--- src/rtl/mem_arb_pkg.sv ---
// Shared encodings and default constants for the fetch/data memory port arbiter.
package mem_arb_pkg;

    typedef enum logic [1:0] {
        IDLE = 2'b00,
        BUSY = 2'b01,
        RESP = 2'b10
    } arb_state_e;

    typedef enum logic [1:0] {
        NONE   = 2'b00,
        IFETCH = 2'b01,
        DATA   = 2'b10
    } arb_owner_e;

    localparam int DEF_STARVE_LIMIT = 4;
    localparam int DEF_TIMEOUT      = 64;
    localparam int STARVE_W         = 3;

endpackage

--- src/rtl/arb_timeout_counter.sv ---
// Cycle counter for one memory transaction; o_expire flags the last allowed BUSY cycle.
module arb_timeout_counter
    import mem_arb_pkg::*;
#(
    parameter int TIMEOUT = DEF_TIMEOUT
) (
    input  logic clk,
    input  logic rst,
    input  logic i_clear,
    input  logic i_enable,
    output logic o_expire
);

    localparam int CNT_W = (TIMEOUT > 1) ? $clog2(TIMEOUT) : 1;

    logic [CNT_W-1:0] r_count;

    // NOTE: sequential state is written with non-blocking assignments so every
    // flop samples pre-edge values regardless of block evaluation order.
    always_ff @(posedge clk) begin
        if (rst || i_clear) begin
            r_count <= '0;
        end else if (i_enable) begin
            r_count <= r_count + 1'b1;
        end
    end

    assign o_expire = (r_count == CNT_W'(TIMEOUT - 1));

endmodule

--- src/rtl/mem_port_arbiter.sv ---
// Serialises fetch and data accesses onto one variable-latency memory port.
// Data has priority; a saturating counter forces a fetch grant after STARVE_LIMIT data grants.
module mem_port_arbiter
    import mem_arb_pkg::*;
#(
    parameter int DATA_W       = 16,
    parameter int ADDR_W       = 16,
    parameter int STARVE_LIMIT = DEF_STARVE_LIMIT,
    parameter int TIMEOUT      = DEF_TIMEOUT
) (
    input  logic              clk,
    input  logic              rst,
    input  logic              i_req,
    input  logic [ADDR_W-1:0] i_addr,
    output logic              i_done,
    output logic [DATA_W-1:0] i_rdata,
    output logic              i_stall,
    input  logic              d_req,
    input  logic              d_wr,
    input  logic [ADDR_W-1:0] d_addr,
    input  logic [DATA_W-1:0] d_wdata,
    output logic              d_done,
    output logic [DATA_W-1:0] d_rdata,
    output logic              d_stall,
    output logic              mem_req,
    output logic              mem_wr,
    output logic [ADDR_W-1:0] mem_addr,
    output logic [DATA_W-1:0] mem_wdata,
    input  logic [DATA_W-1:0] mem_rdata,
    input  logic              mem_done,
    output logic              err
);

    arb_state_e          r_state;
    arb_owner_e          r_owner;
    logic [STARVE_W-1:0] r_starve_cnt;
    logic                r_i_done;
    logic                r_d_done;
    logic [DATA_W-1:0]   r_i_rdata;
    logic [DATA_W-1:0]   r_d_rdata;
    logic                r_mem_req;
    logic                r_mem_wr;
    logic [ADDR_W-1:0]   r_mem_addr;
    logic [DATA_W-1:0]   r_mem_wdata;
    logic                r_err;

    logic                w_starved;
    logic                w_grant_data;
    logic                w_expire;
    logic                w_finish;
    logic [DATA_W-1:0]   w_resp_data;

    assign w_starved    = (r_starve_cnt >= STARVE_W'(STARVE_LIMIT));
    assign w_grant_data = d_req && (!w_starved || !i_req);
    assign w_finish     = mem_done || w_expire;
    // An aborted transaction returns zero rather than whatever is on the bus.
    assign w_resp_data  = mem_done ? mem_rdata : '0;

    arb_timeout_counter #(
        .TIMEOUT (TIMEOUT)
    ) u_timeout (
        .clk      (clk),
        .rst      (rst),
        .i_clear  (r_state != BUSY),
        .i_enable ((r_state == BUSY) && !mem_done),
        .o_expire (w_expire)
    );

    always_ff @(posedge clk) begin
        if (rst) begin
            r_state      <= IDLE;
            r_owner      <= NONE;
            r_starve_cnt <= '0;
            r_i_done     <= 1'b0;
            r_d_done     <= 1'b0;
            r_i_rdata    <= '0;
            r_d_rdata    <= '0;
            r_mem_req    <= 1'b0;
            r_mem_wr     <= 1'b0;
            r_mem_addr   <= '0;
            r_mem_wdata  <= '0;
            r_err        <= 1'b0;
        end else begin
            r_i_done <= 1'b0;
            r_d_done <= 1'b0;
            case (r_state)
                IDLE: begin
                    if (w_grant_data) begin
                        r_owner     <= DATA;
                        r_mem_req   <= 1'b1;
                        r_mem_wr    <= d_wr;
                        r_mem_addr  <= d_addr;
                        r_mem_wdata <= d_wdata;
                        r_state     <= BUSY;
                        // Data only wins over a waiting fetch below the limit, so this saturates.
                        if (i_req) begin
                            r_starve_cnt <= r_starve_cnt + 1'b1;
                        end
                    end else if (i_req) begin
                        r_owner      <= IFETCH;
                        r_mem_req    <= 1'b1;
                        r_mem_wr     <= 1'b0;
                        r_mem_addr   <= i_addr;
                        r_starve_cnt <= '0;
                        r_state      <= BUSY;
                    end
                end
                BUSY: begin
                    if (w_finish) begin
                        if (r_owner == DATA) begin
                            r_d_rdata <= w_resp_data;
                            r_d_done  <= 1'b1;
                        end else if (r_owner == IFETCH) begin
                            r_i_rdata <= w_resp_data;
                            r_i_done  <= 1'b1;
                        end
                        if (!mem_done) begin
                            r_err <= 1'b1;
                        end
                        r_mem_req <= 1'b0;
                        r_mem_wr  <= 1'b0;
                        r_state   <= RESP;
                    end
                end
                RESP: begin
                    r_owner <= NONE;
                    r_state <= IDLE;
                end
                default: begin
                    r_owner <= NONE;
                    r_state <= IDLE;
                end
            endcase
        end
    end

    assign i_done    = r_i_done;
    assign i_rdata   = r_i_rdata;
    assign i_stall   = i_req & ~r_i_done;
    assign d_done    = r_d_done;
    assign d_rdata   = r_d_rdata;
    assign d_stall   = d_req & ~r_d_done;
    assign mem_req   = r_mem_req;
    assign mem_wr    = r_mem_wr;
    assign mem_addr  = r_mem_addr;
    assign mem_wdata = r_mem_wdata;
    assign err       = r_err;

endmodule

--- config.mk ---
export PLATFORM = sky130hd
export DESIGN_NAME = mem_port_arbiter
export DESIGN_NICKNAME = d
export VERILOG_FILES = /design/src/rtl/mem_arb_pkg.sv /design/src/rtl/arb_timeout_counter.sv /design/src/rtl/mem_port_arbiter.sv
export SDC_FILE = /design/constraint.sdc
export NUM_CORES = 1
export LEC_CHECK = 0
export ABC_AREA = 1
export ABC_CLOCK_PERIOD_IN_PS = 1600
export CORE_MARGIN = 5
export CORE_UTILIZATION = 40
export CTS_BUF_LIST = sky130_fd_sc_hd__clkbuf_16
export DETAILED_ROUTE_END_ITERATION = 16
export PLACE_DENSITY = 0.77
export SLEW_MARGIN = 20
export SYNTH_ARGS = -nofsm -noshare
export SYNTH_HDL_FRONTEND = slang
export SYNTH_SLANG_ARGS = --single-unit
--- constraint.sdc ---
create_clock -name clk -period 1.6 [get_ports clk]
set_clock_uncertainty 0.1 [all_clocks]
set_input_delay 0.32 -clock clk [delete_from_list [all_inputs] [get_ports clk]]
set_output_delay 0.32 -clock clk [all_outputs]
set_load 0.005 [all_outputs]
==> metrics.csv <==
stage,metric,value,unit
layout,layout cells sized above 1,11.5,%
worst_setup_path,cell family with most CP delay,buffers and inverters,
worst_setup_path,crit path max-delay cell type,clkdlybuf4s50_1,
global_routing,initial antenna violation count,0,
clock_network,worst-case clock buffer depth,2,
timing,Fmax,634,MHz
routing,detailed-route DRC error count,0,
routing,DR vias/cell,4.74,
synth,Syn Nets,623,
timing,Worst slew margin,74.2,%
global_routing,GRT Util Overall,19.1,%
clock_network,number of buffers created by CTS,9,
synth,Synth Area in Adders,0.671,%
placed_design,port buffer count,140,
clock_network,H-tree lvl count,3,
floorplanning,number of I/O pins,141,
clock_network,Root Driver,clkbuf_16,
worst_setup_path,Worst setup EP type,primary output,
synth,"Seq/Total Area, Yosys",44.0,%
synth,Avg Inst Size Synth,6.77,um2
global_routing,largest net degree at the start of global routing,33,
layout,post-route insts no fill,827,
clock_network,clock slew at reported path FFs,0.06,ns
worst_setup_path,Max stage delay on crit path,0.50,ns
global_routing,vias in the first global route,3928,
floorplanning,initial core utilization,40.7,%
layout,"commonest non-fill, non-tap cells in the layout","132 x nand2_1, 110 x nor2_1, 75 x inv_1",
layout,Area growth syn-to-layout,56.8,%
placed_design,GP Congestion,0.825,
power_and_ir_drop,pwr/cell area,915,mW/mm2
timing,fin. max-slew vios,0,
floorplanning,Die H,107,um
worst_setup_path,Crit Path Category,reg -> out,
timing,Period minus WS final,1.58,ns
routing,DR iter-0 viols,154,
layout,# nets final,783,
clock_network,clk sinks,82,
synth,Yosys Warn Count,0,
power_and_ir_drop,worst vdd rail ir drop,0.618,mV
synth,post-synthesis simple-gate area fraction,36.0,%
power_and_ir_drop,Overall Power,5.35,mW
timing,Worst-Margin Slew,0.386,ns
synth,Synth Instances,551,
worst_setup_path,CP required,1.18,ns
synth,#FFs+latches synth,82,
synth,largest family of logic cells by synthesized area,simple AND/OR/NAND/NOR gates,
layout,"commonest non-fill, non-tap cell in the layout",nand2_1,
global_routing,routing usage on met2,36.3,%
worst_setup_path,maximum fanout along the worst path,2,
timing,Tcrit/Tclk final,98.5,%
worst_setup_path,Worst EP arrival,1.16,ns
timing,setup violators final,0,
synth,multiplexer area fraction after synthesis,0,%
run_status,status,completed,
global_routing,GRT busiest layer,met2,
worst_hold_path,Worst Hold Class,reg -> reg,
global_routing,first-pass GRT wire length,17.7,mm
synth,post-synthesis xor/xnor area fraction,0.470,%
layout,Antenna Cells,0,
routing,Routed WL,10.8,mm
clock_network,Hold Buf Count CTS,0,
worst_setup_path,worst path bufs/invs,1,
routing,vias post-DR,3920,
layout,fill count,781,
clock_network,TritonCTS clock tree,done,
floorplanning,Cell Rows,35,
power_and_ir_drop,P_leak,3.12,nW
floorplanning,Die Area,0.0114,mm2
global_routing,aggregate global routing overflow,0,
global_routing,met1 track demand over resource,20.3,%
synth,Synth Area in Compound Gates,6.61,%
clock_network,clk_lat worst skew,0.33,ns
synth,share of the synthesized area in the top cell type,44.0,%
job,# Max-Cap Violations,0,
worst_setup_path,critical path cell sequence,clkdlybuf4s50_1,
synth,largest area contributor in the netlist,dfxtp_1,
routing,DRT Pass-1 Iters,4,
worst_setup_path,Setup crit start kind,flip-flop,
global_routing,grt met3 use,6.01,%
routing,ANT nets after route,0,
routing,wire length per cell,13.1,um
synth,Area contributors post-synth,"dfxtp_1 44%, nand2_1 13%, nor2_1 11%",
synth,Mapped Area,0.00373,mm2
synth,Yosys cell types,28,
placed_design,Placed Cells incl. Taps,807,
floorplanning,DIE WIDTH,107,um
floorplanning,Core Area,0.00915,mm2
placed_design,dpl hpwl,8.36,mm
timing,Hold Fails Final Rpt,0,
area by class of cell:
class                   instances  area, um2  share of cell area, %
well taps                     111        139                   2.38
clock inverters                 7       93.8                   1.61
multi-input cells             361       1680                   28.8
flip-flops and latches         82       1650                   28.3
inverters                      79        299                   5.12
repair buffers                178       1750                   30.0
clock buffers                   9        225                   3.85
worst register-to-register path, cell delays in order, from the launching register on:
cell and delay [ns]:
dfxtp_2 0.36, ha_4 0.16, nand3_4 0.09, o21bai_4 0.17
buf_12 0.14, nand3_4 0.09, buf_2 0.17, nand2_1 0.06
inv_1 0.04, nor2_1 0.09
cell families (layout without fill, tap and decap cells):
| group | after synthesis | count (layout) |
|---|---|---|
| buf+inv | 108 | 273 |
| compound gates | 47 | 47 |
| flops | 82 | 82 |
| simple gates | 310 | 310 |
| fa+ha+maj | 2 | 2 |
| xor+xnor | 2 | 2 |
registers in the layout, summed over array words and instances, names as in the netlist:
register / count
mem_wr: 1
mem_wdata: 16
err: 1
r_owner: 2
i_done: 1
r_starve_cnt: 3
u_timeout.r_count: 6
d_rdata: 16
mem_req: 1
i_rdata: 16
d_done: 1
mem_addr: 16
r_state: 2
stage by stage:
stage	instance area [um2]	setup TNS (ns)	hold slack [ns]	util [%]	setup WS (ns)
after detailed placement	5400	-16.75	0.357	59.0	-0.348
final	5850	0	0.361	63.9	0.0236
after global routing	5850	-0.00122	0.402	63.9	-0.00122
after floorplan	3730	0	0.335	-	0.130
after global placement	5400	-15.02	0.349	59.0	-0.330
after CTS	5700	0	0.364	62.3	0.000557
worst paths after layout:
check / startpoint / end / cells past startpoint / slack (ns)
max reg2reg: u_timeout.r_count[1] / i_rdata[0] / 9 / 0.07
min reg2reg: mem_req / mem_req / 2 / 0.36
min: mem_req / mem_req / 2 / 0.36
max: mem_wdata[13] / mem_wdata[13] / 1 / 0.02
synthesized netlist by cell type:
| cell type | count |
|---|---|
| nand3_1 | 17 |
| nor3_1 | 3 |
| or2_1 | 1 |
| inv_2 | 3 |
| clkbuf_1 | 9 |
| and3_1 | 1 |
| ha_1 | 2 |
| o21bai_2 | 1 |
| nand3_2 | 2 |
| o21a_1 | 1 |
| nand3_4 | 2 |
| nand2_4 | 1 |
| buf_2 | 15 |
| dfxtp_1 | 82 |
| nand2_2 | 2 |
| nor2_4 | 1 |
| nor2_2 | 4 |
| xor2_1 | 1 |
| buf_6 | 4 |
| xnor2_1 | 1 |
| o21ai_0 | 33 |
| nand2_1 | 132 |
| inv_1 | 76 |
| nand4_1 | 32 |
| nor2_1 | 112 |
| o31ai_1 | 1 |
| a21oi_1 | 11 |
| buf_1 | 1 |
repair_timing:
item,CTS,global route
pin swaps,1,6
resized for setup,56,44
endpoints found under the setup margin,84,94
gates cloned,0,1
buffers inserted,1,2
where the power goes:
part,leakage (nW),switching [mW],internal [mW]
Sequential,0.674,0.0654,2.17
Clock,0.155,0.813,1.36
Combinational,2.29,0.459,0.485
Total,3.12,1.34,4.01
metal layers:
metal	share of wire [%]	vias to the layer above	wire length, um
li1	-	2023	-
met1	39	1768	4270
met2	52	116	5670
met3	6.7	13	727
met4	1.5	0	159
met5	0	-	0
Note: power is estimated with default switching activity, not from simulation.
